==> config.mk <==
export PLATFORM = sky130hd
export DESIGN_NAME = if_id_fetch_stage
export DESIGN_NICKNAME = d
export VERILOG_FILES = /design/src/rtl/if_id_fetch_stage.sv
export SDC_FILE = /design/constraint.sdc
export NUM_CORES = 1
export LEC_CHECK = 0
export ABC_AREA = 1
export CELL_PAD_IN_SITES_DETAIL_PLACEMENT = 1
export CELL_PAD_IN_SITES_GLOBAL_PLACEMENT = 1
export CORE_UTILIZATION = 32
export CTS_CLUSTER_DIAMETER = 80
export DETAILED_ROUTE_END_ITERATION = 6
export MAX_ROUTING_LAYER = met4
export PLACE_DENSITY_LB_ADDON = 0.1
export SYNTH_ARGS = -nofsm -noshare
export SYNTH_HDL_FRONTEND = slang
export SYNTH_SLANG_ARGS = --single-unit
==> constraint.sdc <==
create_clock -name clk -period 2.6 [get_ports clk]
set_input_delay 0.52 -clock clk [delete_from_list [all_inputs] [get_ports clk]]
set_output_delay 0.52 -clock clk [all_outputs]
set_load 0.02 [all_outputs]
==> src/rtl/if_id_fetch_stage.sv <==
// if_id_fetch_stage: PC register and IF/ID pipeline latch feeding the load-use hazard check.
// Define FETCH_PERF_COUNTERS_EN to build the saturating stall/flush counters.
module if_id_fetch_stage #(
  parameter int              XLEN      = 64,
  parameter logic [XLEN-1:0] RESET_PC  = '0,
  parameter logic [31:0]     NOP_INSTR = 32'h00000013
) (
  input  logic            clk,
  input  logic            reset,
  input  logic            stall,
  input  logic            branch_taken,
  input  logic [XLEN-1:0] branch_target,
  output logic [XLEN-1:0] instr_addr,
  input  logic [31:0]     instr_in,
  output logic [XLEN-1:0] if_id_pc,
  output logic [31:0]     if_id_instr,
  output logic            if_id_valid,
  output logic [4:0]      if_id_rs1,
  output logic [4:0]      if_id_rs2,
  output logic [31:0]     stall_cycles,
  output logic [31:0]     flush_count
);
  logic [XLEN-1:0] pc;
  assign instr_addr = pc;
  assign if_id_rs1  = if_id_instr[19:15];
  assign if_id_rs2  = if_id_instr[24:20];
  always_ff @(posedge clk) begin
    if (reset) begin
      pc          <= RESET_PC;
      if_id_pc    <= '0;
      if_id_instr <= NOP_INSTR;
      if_id_valid <= 1'b0;
    end else if (branch_taken) begin
      pc          <= branch_target & ~XLEN'(3);
      if_id_pc    <= '0;
      if_id_instr <= NOP_INSTR;
      if_id_valid <= 1'b0;
    end else if (!stall) begin
      pc          <= pc + XLEN'(4);
      if_id_pc    <= pc;
      if_id_instr <= instr_in;
      if_id_valid <= 1'b1;
    end
  end
`ifdef FETCH_PERF_COUNTERS_EN
  logic [31:0] stall_q, flush_q;
  always_ff @(posedge clk) begin
    if (reset) begin
      stall_q <= '0;
      flush_q <= '0;
    end else begin
      if (branch_taken && ~&flush_q) flush_q <= flush_q + 32'd1;
      if (stall && !branch_taken && ~&stall_q) stall_q <= stall_q + 32'd1;
    end
  end
  assign stall_cycles = stall_q;
  assign flush_count  = flush_q;
`else
  assign stall_cycles = '0;
  assign flush_count  = '0;
`endif
endmodule

# --- Word level (Yosys, flattened, before mapping) ---
# Cells that the tools add are included.
op_classes:
  n_addsub: 1
  n_eq_ne: 1
  n_mux: 2
  n_reduce_logical: 1
op_table:
  columns: ["operator", "n"]
  rows:
  - ["64-bit 2-to-1 mux", 2]
  - ["64-bit by 3-bit adder with 64-bit output (second input constant)", 1]
  - ["2-bit by 1-bit != test with 1-bit output (second input constant)", 1]
  - ["2-bit OR reduction", 1]
word_totals:
  regBits: 161
  inputBits: 100
  out_inout_bits: 235
  elab_cells: 10

# --- Logic depth before layout (Yosys ltp) ---
# Gate-level depths: netlist of the first run.
depth:
  ltp_word: 3
  ltp_mapped: 10
  mapped_depth_nobuf: 10

# --- Worst setup path after synthesis of the first run ---
# Ideal clock, no wire load.
synth_path:
  kind: "register to register"
  startpoint: "reg pc[3], in the netlist instr_addr[3]"
  endpoint: "reg pc[58], in the netlist instr_addr[58]"
  setup_ns: 0.132
  t_arrival_ns: 1.606
  t_required_ns: 2.468
  path_slack_ns: 0.862
  stages_incl_launch_ff: 11
  n_path_buf: 0
  period_less_slack_ns: 1.738
  path_cell_list: "dfxtp_1 ha_1 nand2_1 nor2_4 nand2_4 nor2_8 nand2_4 nor2_1 nand2_1 nand3_1 a21oi_1"
synth_via:
  elab_chain_cells: 3
synth_lines:
  columns: ["item", "line_no", "source"]
  rows:
  - ["from (decl)", "23", "logic [XLEN-1:0] pc;"]
  - ["from (signal assigned)", "34", "pc <= branch_target & ~XLEN'(3);"]
  - ["from (signal assigned)", "39", "pc <= pc + XLEN'(4);"]
  - ["64-bit by 3-bit adder with 64-bit output", "39", null]
  - ["64-bit 2-to-1 mux", "38", "end else if (!stall) begin"]
  - ["64-bit 2-to-1 mux", "33", "end else if (branch_taken) begin"]
# Every way passes these cells. The select of a mux whose other input is x is not followed.
# A chain may end at the register's enable or synchronous reset.

# --- Worst setup path in the final report of the first run ---
layout_path:
  startpoint: "reg pc[7], in the netlist instr_addr[7]"
  endpoint: "out instr_addr[7]"
layout_rtl:
  columns: ["item", "line_no", "source"]
  rows:
  - ["to (decl)", "13", "output logic [XLEN-1:0] instr_addr,"]
# No word-level cell between the ends.

==> run_results.csv, run 1 <==
group,metric,value,unit
status,status,"finished, final reports clean",
worst_setup_path,path_delay_family,"buffers and inverters",
logic_synthesis,synth_top_area_share,37.3,%
layout,finalNonFillerCells,1874,
logic_synthesis,netlist_instances,1290,
detailed_routing,drc,0,
global_routing,grt_usage,24.7,%
place,dp_hpwl,24600,um
detailed_routing,dr.first_iter.drc_count,394,
timing,finalClockSkew,13.8,ps
timing,fin_tns_setup,0,ps
die,fp-row-count,59,
global_routing,grt_pass1_wl,49400,um
worst_setup_path,path_class,"reg2out",
global_routing,grt_remaining_overflow,0,
worst_setup_path,worstPathArrival,1660,ps
die,ioPinCount,335,
logic_synthesis,synth_top_cell_by_area,"dfxtp_1",
timing,worst_pin_slew,683,ps
die,die_x,164,um
timing,setup_viol,0,
clock_network,cts_buffers,17,
worst_setup_path,crit_slowest_cell,"clkdlybuf4s50_1",
worst_setup_path,critPathBufInv,1,
logic_synthesis,synth_warnings,0,
timing,fin_crit,2180,ps
logic_synthesis,synth_area_leaders,"dfxtp_1, nand2_1, a21oi_1",
clock_network,clock-sinks,157,
clock_network,clock_latency,440,ps
logic_synthesis,ys_seq_area_share,37.3,%
logic_synthesis,syn_area_per_cell,6.54,sq um
die,dieArea,0.0270,sq mm
timing,finalHoldViolations,0,
timing,fin_crit_sh,84.0,%
die,start_util,32.5,%
global_routing,grt_max_degree,148,
worst_setup_path,crit_path_end_kind,"primary output",
place,port-buffer-count,264,
clock_network,cts_root_buffer,"clkbuf_16",
global_routing,grt_pass1_vias,8798,
clock_network,hold_buffers,0,
flow_run,maxCapViolations,0,
timing,fin_hold_ws,467,ps
hold_path,hold_path.class,"reg2reg",
die,coreArea,0.0260,sq mm
clock_network,htree_levels,4,
timing,maxSlewViolCount,0,
pwr,powerDensity,538,mW/mm^2
detailed_routing,wl_per_cell,17.5,um
detailed_routing,dr.pass1.iters,4,
layout,drive_above_1_share,6.18,%
global_routing,antenna_found_initial,1,
logic_synthesis,yosysUniqueCellTypes,33,
worst_setup_path,worstPathRequired,2080,ps
clock_network,cts_buffer_depth,2,
place,gp_congestion,0.907,
worst_setup_path,start_kind,"flop",
timing,slew_headroom,54.5,%
layout,layout.nets,1626,
clock_network,cts_resized,0,
logic_synthesis,synthesis.area,0.00843,sq mm
clock_network,clk_pin_slew,80,ps
timing,rsz0062_at_grt,"no",
pwr,p_leak,4.48,nW
clock_network,cts_tree,"built",
clock_network,post_cts_buffers,0,
logic_synthesis,ys_ff_latch,157,
layout,syn_to_final_growth,39.0,%
layout,finish.utilization,45.1,%
pwr,p_total,6.31,mW
timing,clock.fmax,458,MHz
die,die_y,164,um
detailed_routing,vias,8997,
detailed_routing,wirelength,32700,um
detailed_routing,drtAntennaViolNets,0,
worst_setup_path,worstPathCellList,"clkdlybuf4s50_1",
detailed_routing,viasPerCell,4.80,
pwr,vdd.ir_drop.worst,0.444,mV
place,dp.cells,1841,
worst_setup_path,cpPeakStageDelay,690,ps
worst_setup_path,critPathMaxFanout,7,
==> report_power, final <==
part | internal (mW) | switching (mW) | leakage, nW
Combinational | 0.429 | 0.598 | 2.89
Sequential | 2.51 | 0.113 | 1.29
Clock | 1.39 | 1.27 | 0.301
Total | 4.33 | 1.98 | 4.48
==> final cells by class <==
class | instances | area, sq um
Tap cell | 335 | 419
Sequential cell | 157 | 3140
Fill cell | 3346 | 14300
Multi-Input combinational cell | 936 | 4260
Clock inverter | 15 | 193
Antenna cell | 1 | 2.50
Inverter | 132 | 498
Timing Repair Buffer | 281 | 2780
Clock buffer | 17 | 425
==> registers in the layout, indices dropped and copies added (netlist names) <==
name         count
if_id_instr     32
if_id_pc        62
instr_addr      62
if_id_valid      1
==> worst paths after layout <==
path                                        to                          from  depth (start not counted)  slack [ps]
setup / recovery                 instr_addr[7]    instr_addr[7]$_SDFFE_PP0P_                          1         420
hold / removal    if_id_instr[12]$_SDFFE_PP0N_  if_id_instr[12]$_SDFFE_PP0N_                          2         470
setup reg to reg   instr_addr[51]$_SDFFE_PP0P_    instr_addr[6]$_SDFFE_PP0P_                          7         510
hold reg to reg   if_id_instr[12]$_SDFFE_PP0N_  if_id_instr[12]$_SDFFE_PP0N_                          2         470
==> Yosys cell counts (all sizes together) <==
master / count
ha: 1
nand2: 367
o211ai: 1
a31oi: 15
conb: 1
nand4: 8
nor3: 1
o221ai: 1
dfxtp: 157
a211oi: 3
nor2: 132
o21ai: 120
nand3: 62
a21oi: 141
inv: 131
clkbuf: 49
xor2: 11
clkinv: 1
buf: 83
nand3b: 1
xnor2: 4
==> layer usage <==
layer	share of wire, %	global-route usage (%)
met1	45	29.7
met3	4.9	4.17
met5	0	-
met4	1.9	6.99
met2	49	42.2
==> through the flow <==
| step | worst slack (ps) | cell area [sq um] |
|---|---|---|
| after CTS | 387 | 11700 |
| after floorplan | 862 | 8680 |
| after global routing | 364 | 11700 |
| after global placement | 616 | 11100 |
| final | 417 | 11700 |
| after detailed placement | 580 | 11100 |
==> kinds of logic (layout without fill, tap and decap cells) <==
family	Yosys count	after routing	synth area share, %
xor gates and xnor gates	15	15	1.56
and+or+nand+nor	571	571	28.4
DFF	157	157	37.3
AOI/OAI and AO/OA	281	281	17.2
adders and majority gates	1	1	0.148
other	1	69	0.0445
buffers and inverters	264	445	15.3
==> layout by cell type (no fill, tap or decap), types with 2 or more instances in the layout <==
cell type,Yosys,final
a211oi_1,3,3
a21oi_1,140,140
a31oi_1,15,15
buf_12,0,2
buf_2,4,3
buf_4,78,15
clkbuf_16,0,17
clkdlybuf4s50_1,0,261
clkinv_4,0,3
clkinv_8,0,4
conb_1,1,68
dfxtp_1,157,157
inv_1,129,128
inv_2,2,2
inv_6,0,3
inv_8,0,4
nand2_1,353,353
nand2_2,9,9
nand2_4,5,5
nand3_1,62,62
nand4_1,8,8
nor2_1,113,111
nor2_2,13,13
nor2_4,5,7
o21ai_0,101,101
o21ai_1,16,16
o21ai_2,3,3
xnor2_1,4,4
xor2_1,11,11
(Power assumes the default switching activity.)
==> run 2, diff against run 1 <==
- CORE_UTILIZATION: 32 -> 27
- clock period: 2.6 -> 1.9 ns (I/O delays scaled with it)
==> run_results.csv, run 2 (same netlist as run 1, synthesis figures left out) <==
group,metric,value,unit
timing,fin_crit_sh,97.4,%
die,fp-row-count,64,
global_routing,grt_remaining_overflow,0,
clock_network,cts_tree,"built",
place,dp_hpwl,26900,um
timing,clock.fmax,540,MHz
layout,syn_to_final_growth,44.5,%
worst_setup_path,critPathBufInv,1,
layout,layout_commonest_cell,"nand2_1",
worst_setup_path,worstPathCellList,"clkdlybuf4s50_1",
detailed_routing,drtAntennaViolNets,0,
worst_setup_path,crit_path_end_kind,"primary output",
place,dpl_worst_slack,-7.87,ps
layout,fill_cells,3889,
pwr,powerDensity,696,mW/mm^2
die,dieArea,0.0319,sq mm
worst_setup_path,worstPathArrival,1470,ps
clock_network,cts_buffers,17,
timing,maxSlewViolCount,0,
timing,setup_viol,0,
worst_setup_path,worstPathRequired,1520,ps
layout,finish.utilization,39.7,%
status,status,"finished, final reports clean",
layout,final_cell_mix,"nand2_1, clkdlybuf4s50_1, dfxtp_1, a21oi_1, inv_1",
clock_network,clock_latency,450,ps
detailed_routing,drc,0,
global_routing,grt_pass1_vias,9083,
clock_network,htree_levels,4,
timing,fin_hold_ws,423,ps
detailed_routing,dr.first_iter.drc_count,474,
place,port-buffer-count,264,
timing,fin_tns_setup,0,ps
global_routing,grt_pass1_wl,52200,um
detailed_routing,dr.pass1.iters,4,
worst_setup_path,critPathMaxFanout,4,
die,coreArea,0.0307,sq mm
global_routing,antenna_found_initial,0,
detailed_routing,wl_per_cell,17.4,um
clock_network,cts_buffer_depth,2,
clock_network,cts_root_buffer,"clkbuf_16",
layout,finalNonFillerCells,1988,
detailed_routing,wirelength,34600,um
timing,finalHoldViolations,0,
timing,rsz0062_at_grt,"no",
pwr,p_leak,5.03,nW
detailed_routing,viasPerCell,4.57,
layout,layout.nets,1679,
timing,fin_crit,1850,ps
layout,fin_area,0.0122,sq mm
worst_setup_path,crit_slowest_cell,"clkdlybuf4s50_1",
timing,setup_slack,49.8,ps
clock_network,clock-sinks,157,
global_routing,grt_usage,22.4,%
timing,finalClockSkew,12.9,ps
place,dpl_cell_area,0.0116,sq mm
die,die_x,179,um
layout,multiInputGateArea,0.00432,sq mm
die,start_util,27.5,%
worst_setup_path,path_class,"reg2out",
clock_network,hold_buffers,0,
place,gp_congestion,0.864,
layout,ff_latch_area,0.00315,sq mm
pwr,p_total,8.48,mW
layout,drive_above_1_share,10.4,%
clock_network,clk_pin_slew,70,ps
place,dp.cells,1954,
global_routing,grt_max_degree,67,
worst_setup_path,start_kind,"flop",
die,die_y,179,um
detailed_routing,vias,9090,
flow_run,maxCapViolations,0,
worst_setup_path,cpPeakStageDelay,640,ps
die,ioPinCount,335,
hold_path,hold_path.class,"in2reg",
pwr,vdd.ir_drop.worst,0.634,mV
worst_setup_path,path_delay_family,"buffers and inverters",
==> run 2: cell count changes in the layout (fill, tap and decap cells not counted), moves of 7 or more <==
cell	before	now
dlymetal6s2s_1	0	7
dlygate4sd2_1	0	51
clkdlybuf4s50_1	261	203
nor2_1	111	102
nor2_2	13	22
buf_4	15	65
==> run 2: final cells by class <==
class                   instances  area share, %
diodes                          1         0.0205
clock inverters                13           1.07
multi-input cells             936           35.5
flip-flops and latches        157           25.8
clock buffers                  19           3.55
inverters                     132           4.09
well taps                     396           4.06
repair buffers                334           25.9
==> run 2: worst paths after layout <==
kind,from,endpoint,slack (ps),cells past startpoint
max reg2reg,instr_addr[18]$_SDFFE_PP0P_,instr_addr[45]$_SDFFE_PP0P_,140,9
min reg2reg,if_id_instr[12]$_SDFFE_PP0N_,if_id_instr[12]$_SDFFE_PP0N_,470,2
max,instr_addr[23]$_SDFFE_PP0P_,instr_addr[23],50,1
min,branch_taken,instr_addr[63]$_SDFFE_PP0P_,420,5
==> run 2: repair_timing <==
action                                  CTS  global route
resized for setup                        52            29
endpoints found under the setup margin   52            42
pin swaps                                 0             5
hold endpoints to repair                  0             0
buffers inserted                          0             1
==> run 2: per-layer routing <==
metal | wire (um) | global-route usage (%) | part of all wire, %
met2 | 16900 | 37.6 | 49
met5 | 0 | - | 0
met3 | 1560 | 3.75 | 4.5
met4 | 676 | 6.07 | 2.0
met1 | 15500 | 27.5 | 45
==> run 2: report_power, final <==
group / internal (mW) / switching (mW) / leakage, nW
Sequential: 3.44 / 0.131 / 1.29
Combinational: 0.589 / 0.864 / 3.48
Clock: 1.84 / 1.63 / 0.267
Total: 5.86 / 2.62 / 5.03
